## config.mk

```make
export PLATFORM = sky130hd
export DESIGN_NAME = loop_filter
export DESIGN_NICKNAME = d
export VERILOG_FILES = /design/src/rtl/dpll_pkg.sv /design/src/rtl/loop_filter_lock_detect.sv /design/src/rtl/loop_filter.sv
export SDC_FILE = /design/constraint.sdc
export NUM_CORES = 1
export LEC_CHECK = 0
export CORE_ASPECT_RATIO = 0.5
export CORE_UTILIZATION = 30
export DETAILED_ROUTE_END_ITERATION = 8
export PLACE_DENSITY = 0.45
export SLEW_MARGIN = 0
export SYNTH_ARGS = -nofsm -noshare
export SYNTH_HDL_FRONTEND = slang
export SYNTH_SLANG_ARGS = --single-unit
```

## constraint.sdc

```tcl
create_clock -name Clock -period 7.2 [get_ports Clock]
set_input_delay 1.08 -clock Clock [delete_from_list [all_inputs] [get_ports Clock]]
set_output_delay 1.08 -clock Clock [all_outputs]
set_load 0.02 [all_outputs]
```

## src/rtl/dpll_pkg.sv

```systemverilog
// Shared types and helpers for the DPLL loop filter.
package dpll_pkg;

  localparam int unsigned N_BIT = 8;

  typedef enum logic [1:0] {IDLE, ERR, INT, OUT} fsm_t;

  typedef logic signed [N_BIT:0] err_t;

  // Clamp a signed value into the range of a two's-complement word of the given width.
  function automatic logic signed [63:0] sat_signed(input logic signed [63:0] value,
                                                     input int unsigned       width);
    logic signed [63:0] hi;
    logic signed [63:0] lo;
    hi = (64'sd1 <<< (width - 1)) - 64'sd1;
    lo = -hi - 64'sd1;
    if (value > hi) return hi;
    else if (value < lo) return lo;
    else return value;
  endfunction

endpackage

```

## src/rtl/loop_filter_lock_detect.sv

```systemverilog
// Lock detector: counts consecutive small-error samples and publishes the locked flag.
module lock_detect #(
  parameter int unsigned ERR_W    = 9,
  parameter int unsigned LOCK_TOL = 2,
  parameter int unsigned LOCK_CNT = 8
) (
  input  logic                    Clock,
  input  logic                    nReset,
  input  logic signed [ERR_W-1:0] err,
  input  logic                    step,
  input  logic                    publish,
  input  logic                    clear,
  output logic                    locked
);

  localparam int unsigned CNT_W = $clog2(LOCK_CNT + 1);
  localparam logic [CNT_W-1:0] CNT_MAX = CNT_W'(LOCK_CNT);

  logic [CNT_W-1:0] cnt;
  logic [ERR_W-1:0] err_mag;
  logic             in_tol;

  // Magnitude as unsigned so the most negative error still reads correctly.
  assign err_mag = err[ERR_W-1] ? ERR_W'(-err) : ERR_W'(err);
  assign in_tol  = (err_mag <= ERR_W'(LOCK_TOL));

  always_ff @(posedge Clock) begin
    if (!nReset) begin
      cnt    <= '0;
      locked <= 1'b0;
    end else if (clear) begin
      cnt    <= '0;
      locked <= 1'b0;
    end else begin
      if (step) begin
        if (!in_tol) cnt <= '0;
        else if (cnt != CNT_MAX) cnt <= CNT_W'(cnt + 1'b1);
      end
      if (publish) locked <= (cnt == CNT_MAX);
    end
  end

endmodule

```

## src/rtl/loop_filter.sv

```systemverilog
// PI loop filter between the phase/frequency detector and the DCO.
module loop_filter #(
  parameter int unsigned N_BIT       = dpll_pkg::N_BIT,
  parameter int unsigned C_BIT       = 16,
  parameter int unsigned INT_W       = 24,
  parameter int unsigned CTRL_CENTER = 32768,
  parameter int unsigned KP_SHL      = 4,
  parameter int unsigned KI_SHR      = 4,
  parameter int unsigned LOCK_TOL    = 2,
  parameter int unsigned LOCK_CNT    = 8
) (
  input  logic             Clock,
  input  logic             nReset,
  input  logic             ready,
  input  logic             timeout,
  input  logic [N_BIT-1:0] diff_1,
  input  logic [N_BIT-1:0] diff_2,
  input  logic             clr_int,
  input  logic             freeze,
  output logic [C_BIT-1:0] ctrl_word,
  output logic             ctrl_valid,
  output logic             locked,
  output logic             overrun,
  output logic             int_sat
);

  import dpll_pkg::*;

  localparam int unsigned ERR_W  = N_BIT + 1;
  localparam int unsigned BASE_W = (INT_W > C_BIT) ? INT_W : C_BIT;
  localparam int unsigned P_W    = ERR_W + KP_SHL;
  // Wide enough to hold the center plus both terms without any wrap.
  localparam int unsigned SUM_W  = ((BASE_W > P_W) ? BASE_W : P_W) + 2;

  localparam logic signed [INT_W-1:0] INT_MAX = {1'b0, {(INT_W-1){1'b1}}};
  localparam logic signed [INT_W-1:0] INT_MIN = {1'b1, {(INT_W-1){1'b0}}};
  localparam logic signed [SUM_W-1:0] CTRL_HI = SUM_W'((64'd1 << C_BIT) - 64'd1);
  localparam logic signed [SUM_W-1:0] CENTER  = SUM_W'(CTRL_CENTER);

  fsm_t                    state;
  fsm_t                    state_nxt;
  logic                    ready_q;
  logic                    timeout_q;
  logic                    rdy_edge;
  logic                    to_edge;
  logic                    accept;
  logic signed [ERR_W-1:0] err;
  logic signed [INT_W-1:0] integ;
  logic signed [INT_W-1:0] integ_nxt;
  logic signed [SUM_W-1:0] sum;
  logic [C_BIT-1:0]        ctrl_nxt;

  assign rdy_edge = ready & ~ready_q;
  assign to_edge  = timeout & ~timeout_q;
  assign accept   = (state == IDLE) && rdy_edge && !to_edge;

  always_ff @(posedge Clock) begin
    if (!nReset) state <= IDLE;
    else         state <= state_nxt;
  end

  always_comb begin
    state_nxt = state;
    case (state)
      IDLE:    if (accept) state_nxt = ERR;
      ERR:     state_nxt = INT;
      INT:     state_nxt = OUT;
      OUT:     state_nxt = IDLE;
      default: state_nxt = IDLE;
    endcase
  end

  // Integrator next value: clear beats freeze beats the update.
  always_comb begin
    integ_nxt = integ;
    if (clr_int) integ_nxt = '0;
    else if ((state == INT) && !freeze)
      integ_nxt = INT_W'(sat_signed(64'(integ) + 64'(err), INT_W));
  end

  // Control word is formed from the fresh integrator so it lands together with ctrl_valid.
  always_comb begin
    sum = CENTER + (SUM_W'(err) <<< KP_SHL) + (SUM_W'(integ_nxt) >>> KI_SHR);
    if (sum[SUM_W-1])      ctrl_nxt = '0;
    else if (sum > CTRL_HI) ctrl_nxt = '1;
    else                   ctrl_nxt = C_BIT'(sum);
  end

  always_ff @(posedge Clock) begin
    if (!nReset) begin
      ready_q    <= 1'b0;
      timeout_q  <= 1'b0;
      err        <= '0;
      integ      <= '0;
      ctrl_word  <= C_BIT'(CTRL_CENTER);
      ctrl_valid <= 1'b0;
      overrun    <= 1'b0;
      int_sat    <= 1'b0;
    end else begin
      ready_q    <= ready;
      timeout_q  <= timeout;
      ctrl_valid <= (state == INT);
      integ      <= integ_nxt;
      if (accept) err <= $signed({1'b0, diff_1}) - $signed({1'b0, diff_2});
      if (clr_int || (state == INT))
        int_sat <= (integ_nxt == INT_MAX) || (integ_nxt == INT_MIN);
      if (state == INT) ctrl_word <= ctrl_nxt;
      if (clr_int) overrun <= 1'b0;
      else if (rdy_edge && (state != IDLE)) overrun <= 1'b1;
    end
  end

  lock_detect #(
    .ERR_W   (ERR_W),
    .LOCK_TOL(LOCK_TOL),
    .LOCK_CNT(LOCK_CNT)
  ) u_lock (
    .Clock  (Clock),
    .nReset (nReset),
    .err    (err),
    .step   (state == ERR),
    .publish(state == INT),
    .clear  (to_edge),
    .locked (locked)
  );

endmodule
```

# Word-level counts from Yosys, hierarchy flattened
# Cells that the tools add are included.
# word_totals
regBits	61
latch_bits	0
ram_bits	0
rom_bits	0
output_inout_bits	20
n_memories	0
# classes
add_sub_neg	6
multipliers	0
n_div	0
n_lt_le_gt_ge	4
eq_ne	9
shift	0
muxes	11
bitwise_logic	5
n_reduce_logical	13
# ops
operator	count
24-bit 2-to-1 mux	4
24-bit equality test, second input constant	2
16-bit 2-to-1 mux	2
24-bit by 9-bit adder with 25-bit output	1
25-bit by 24-bit > comparator with 1-bit output, second input constant	1
25-bit by 24-bit less-than comparator with 1-bit output, second input constant	1
18-bit by 20-bit adder with 21-bit output	1
21-bit by 17-bit > comparator with 1-bit output, second input constant	1
17-bit by 13-bit adder with 18-bit output, first input constant	1
9-bit by 2-bit <= comparator with 1-bit output, second input constant	1
9-bit 2-to-1 mux	1
9-bit negator	1
8-bit by 8-bit subtractor with 9-bit output	1
4-bit 2-to-1 mux	2
2-bit case mux with 4 select lines	1
4-bit by 1-bit adder with 4-bit output, second input constant	1
2-bit equality test, second input constant	2
4-bit equality test, second input constant	1
1-bit logical AND	4
2-bit inequality test, second input constant	2
4-bit inequality test, second input constant	1
2-bit OR reduction	2
1-bit NOT	3
1-bit bitwise AND	2
7 further kinds	9

# Logic depth before layout (Yosys ltp)
# logic_depth
ltp_word	10
ltp_mapped	28
mapped_depth_nobuf	26

# Hierarchy
# A second synthesis with hierarchy kept.
# hier_totals
cells_unflattened	695
hier_area_um2	5421.4
# modules_own_cells
module	instances	cells_each	area_each_um2
loop_filter	1	647	5056.1
lock_detect	1	48	365.4

# Worst setup path before layout
# No wires, ideal clock.
# synth_path
kind	reg2reg
start	reg err[8]
end	reg ctrl_word[2]
setup_ns	0.122
arrival_time_ns	5.900
required_time_ns	7.078
path_slack_ns	1.178
stages_incl_launch_ff	28
n_path_buf	3
synth_period_minus_slack_ns	6.022
path_cell_list	dfxtp_1 > ha_1 > clkbuf_1 > a21oi_1 > o21ai_1 > a41oi_1 > nand2_1 > o311a_1 > a211o_1 > buf_2 > a21oi_1 > nor2_1 > ha_1 > ha_1 > inv_1 > fa_1 > nor2b_1 > o21ai_1 > a21boi_0 > o211ai_1 > a21oi_1 > a2111oi_0 > nor3_1 > nor4b_1 > clkbuf_1 > o21ai_0 > nand3_1 > a21boi_0
# synth_between
elab_chain_cells	10
elab_cells_between_ends	12
# synth_rtl
element	line_no	text
from (decl)	loop_filter.sv:47	logic signed [ERR_W-1:0] err;
from (signal assigned)	loop_filter.sv:104	if (accept) err <= $signed({1'b0, diff_1}) - $signed({1'b0, diff_2});
24-bit by 9-bit adder with 25-bit output (*)	loop_filter.sv:78	integ_nxt = INT_W'(sat_signed(64'(integ) + 64'(err), INT_W));
25-bit by 24-bit less-than comparator with 1-bit output	dpll_pkg.sv:18	else if (value < lo) return lo;
24-bit 2-to-1 mux	dpll_pkg.sv:18	
24-bit 2-to-1 mux (*)	dpll_pkg.sv:17	if (value > hi) return hi;
24-bit 2-to-1 mux (*)	loop_filter.sv:77	else if ((state == INT) && !freeze)
24-bit 2-to-1 mux (*)	loop_filter.sv:76	if (clr_int) integ_nxt = '0;
via integ_nxt[9]	loop_filter.sv:49	logic signed [INT_W-1:0] integ_nxt;
18-bit by 20-bit adder with 21-bit output (*)	loop_filter.sv:83	sum = CENTER + (SUM_W'(err) <<< KP_SHL) + (SUM_W'(integ_nxt) >>> KI_SHR);
21-bit by 17-bit > comparator with 1-bit output	loop_filter.sv:85	else if (sum > CTRL_HI) ctrl_nxt = '1;
16-bit 2-to-1 mux	loop_filter.sv:85	
16-bit 2-to-1 mux (*)	loop_filter.sv:84	if (sum[SUM_W-1]) ctrl_nxt = '0;
to (signal assigned)	loop_filter.sv:95	ctrl_word <= C_BIT'(CTRL_CENTER);
to (signal assigned)	loop_filter.sv:107	if (state == INT) ctrl_word <= ctrl_nxt;
to (decl)	loop_filter.sv:20	output logic [C_BIT-1:0] ctrl_word,
# Mark *: on every way through the listed nets, which the timed path passes. The rest lies on a longest branch.
# A chain may end at the register's enable or synchronous reset.

# Worst setup path after layout
# layout_path
start	reg err[0]
end	reg ctrl_word[2]
# Same word-level chain as after synthesis.

==> metrics <==
status=completed; reg2reg path depth=27; R2R setup slack=0.74 ns; Worst Setup Start Kind=flip-flop; area growth from synthesis to layout=18.1%; CP peak stage delay=0.51 ns; area post-placement=6000 um^2; setup violators final=0; min Tclk post-route=6.46 ns; slew margin rel.=0.466; layout cells sized above 1=0.0557; total negative slack=0 ns; slowest cell on the critical path=dfxtp_1; Starting Density=0.307; Max Root-Sink Buffers=2; hold-critical path depth=2; final worst-path cycle share=0.898; Core Box Area=17400 um^2; Hold Path Class=flip-flop to flip-flop; Crit Path Category=flip-flop to flip-flop; Net Count, Synth=773; CP delay by family, top=compound AO/OA/AOI/OAI gates; Worst Hold Endpoint=ctrl_word[8]$_SDFFE_PN0P_; Worst Hold Slack=0.478 ns; Num CTS Buffers=9; reg2reg end=ctrl_word[2]$_SDFFE_PN0P_; Clock Latency Late Sink=0.34 ns; synth unique cells=68; Hold-fix buffers, CTS=0; DRC viols=0; initial antenna violation count=0; Cell Count, Final, Fillers Out=952; clk sinks=61; number of fill cells=1835; Clk pwr share=0.326; Post-synth ARST share=0; Net Sw Frac=0.384; gpl congestion=0.837; fmax=0.155 GHz; GRT Residual Overflow=0; Required @ worst endpoint=7.42 ns; Critical Path AT=6.69 ns; vias in the first global route=4482; maxcap violations=0; Syn Std Cell Area=5340 um^2; Setup Buffers After CTS=0; Static Leakage=2.80 nW; average cell area after synthesis=7.86 um^2; die width=191 um; chip height=96.3 um; CP endpoint kind=flip-flop; Psw=0.538 mW; vias per cell=5.16; Post-DP HPWL=12.1 mm; n_diodes=0; Vias=4910; internal power=0.864 mW; clk slew on worst S/H paths=0.06 ns; number of synthesized register bits=61; Post-synth top cells=ha_1 (69), dfxtp_1 (61), a21oi_1 (51), nand2_1 (49), nor2_1 (48); area leader, netlist=dfxtp_1; Post-Synthesis Cells=679; PwrDens=222 nW/um^2; unrepaired setup endpoints after global routing=false; Buf+Inv Stages, Crit Path=3; Primary FF master, synth=dfxtp_1; top post-synthesis cells by area=dfxtp_1 (23%), ha_1 (16%), a21oi_1 (4.8%); share of the yosys chip area belonging to registers=0.229; per-cell routed wire length=16.3 um; final WL=15.6 mm; CTS tree=yes; first-pass GRT wire length=24.8 mm; Slew Viols, Final=0; post-route ant nets=0; Root Buffer=clkbuf_16; Layout Nets=807; worst-path fanout max=21; worst hold start=ctrl_word[8]$_SDFFE_PN0P_; Syn. warnings=0; Logic pwr share=0.380; most common cell in the netlist=ha_1; PortBufs=41; Max VDD drop=147 uV; number of synthesized flops with an enable pin=0; Pre-antenna DRT Iters=7; Worst R2R Start=err[0]$_SDFFE_PN0P_; num rows=34; largest net degree at the start of global routing=53; Reg power frac=0.294; num ports=42; Iteration-0 DRC Markers=392; die area=18400 um^2; depth of the CTS H-tree=3; gr usage total=0.175; post-synth top area share=0.229; Resized cells post-CTS=0; fin area=6310 um^2; skew final=0.0151 ns; Worst Max-Slew Pin Slew=0.799 ns; final hold violation count=0; Placed Instances=936
## metal layers
metal  share of wire  wire (um)  GRT usage
met4           0.012        194     0.0447
met2            0.41       6320      0.259
met3           0.044        692     0.0273
met5               0          0          0
met1            0.54       8350      0.260
## tightest hold or removal path, delay by kind of cell (launching register included)
family / cells / cell delay, ns
AOI/OAI and AO/OA: 1 / 0.07
DFF: 1 / 0.31
and+or+nand+nor: 1 / 0.06
## registers in the layout, summed over array words and instances (netlist names)
register / cells
ctrl_valid: 1
ctrl_word: 16
err: 9
int_sat: 1
integ: 24
overrun: 1
ready_q: 1
state: 2
timeout_q: 1
u_lock.cnt: 4
u_lock.locked: 1
## power by group through the flow
| stage | Clock [mW] | Sequential (mW) | Combinational [mW] |
|---|---|---|---|
| 2_1_floorplan | 0 | 0.426 | 0.348 |
| 5_1_grt | 0.487 | 0.417 | 0.600 |
| 6_report | 0.457 | 0.412 | 0.532 |
| 4_1_cts | 0.470 | 0.412 | 0.536 |
| 3_5_place_dp | 0 | 0.419 | 0.532 |
| 3_3_place_gp | 0 | 0.420 | 0.532 |
## cell type report
type | count | area (um^2) | area share
clock inverter | 7 | 83.8 | 0.0133
clock buffer | 9 | 225 | 0.0357
multi-input combinational | 557 | 3880 | 0.616
sequential | 61 | 1220 | 0.194
timing repair buffer | 48 | 463 | 0.0734
tap | 234 | 293 | 0.0464
inverter | 36 | 135 | 0.0214
## worst max path at each step
stage | cells after the start | slack [ns] | end | start
final | 27 | 0.74 | ctrl_word[2]$_SDFFE_PN0P_ | err[0]$_SDFFE_PN0P_
after global routing | 27 | 0.10 | ctrl_word[1]$_SDFFE_PN0P_ | err[0]$_SDFFE_PN0P_
after CTS | 27 | 0.50 | ctrl_word[2]$_SDFFE_PN0P_ | err[0]$_SDFFE_PN0P_
after detailed placement | 27 | 0.56 | ctrl_word[2]$_SDFFE_PN0P_ | err[0]$_SDFFE_PN0P_
after global placement | 25 | 0.72 | ctrl_word[9]$_SDFFE_PN0P_ | err[0]$_SDFFE_PN0P_
after floorplan | 27 | 1.18 | ctrl_word[2]$_SDFFE_PN0P_ | err[8]$_SDFFE_PN0P_
## cells by family (layout without fill, tap and decap cells)
kind of cell,after synthesis,after routing,share of synthesized area
AND/OR/NAND/NOR,254,254,0.248
AO/OA/AOI/OAI,192,192,0.240
adder cells (fa/ha/maj),72,72,0.173
flip-flops,61,61,0.229
buffers and inverters,61,100,0.0450
XOR/XNOR,34,34,0.0558
multiplexers,5,5,0.00937
## layout by cell type (no fill, tap or decap), types with 8 or more instances in the layout
cell type / instances
ha_1: 69
dfxtp_1: 61
a21oi_1: 51
nand2_1: 49
nor2_1: 48
o21ai_0: 44
clkdlybuf4s50_1: 41
inv_1: 35
and2_1: 33
nand2b_1: 31
nand3_1: 30
xnor2_1: 19
a21boi_0: 18
nor3_1: 15
xor2_1: 15
a21o_1: 14
nand4_1: 9
clkbuf_16: 9
nor2b_1: 8
## metrics by stage
step | worst slack, ns | total power, mW | util
6_report | 0.736 | 1.40 | 0.362
5_1_grt | 0.103 | 1.50 | 0.362
4_1_cts | 0.502 | 1.42 | 0.362
3_5_place_dp | 0.562 | 0.951 | 0.345
3_3_place_gp | 0.725 | 0.951 | 0.345
2_1_floorplan | 1.18 | 0.774 | -
Power figures use the tool's default switching activity.
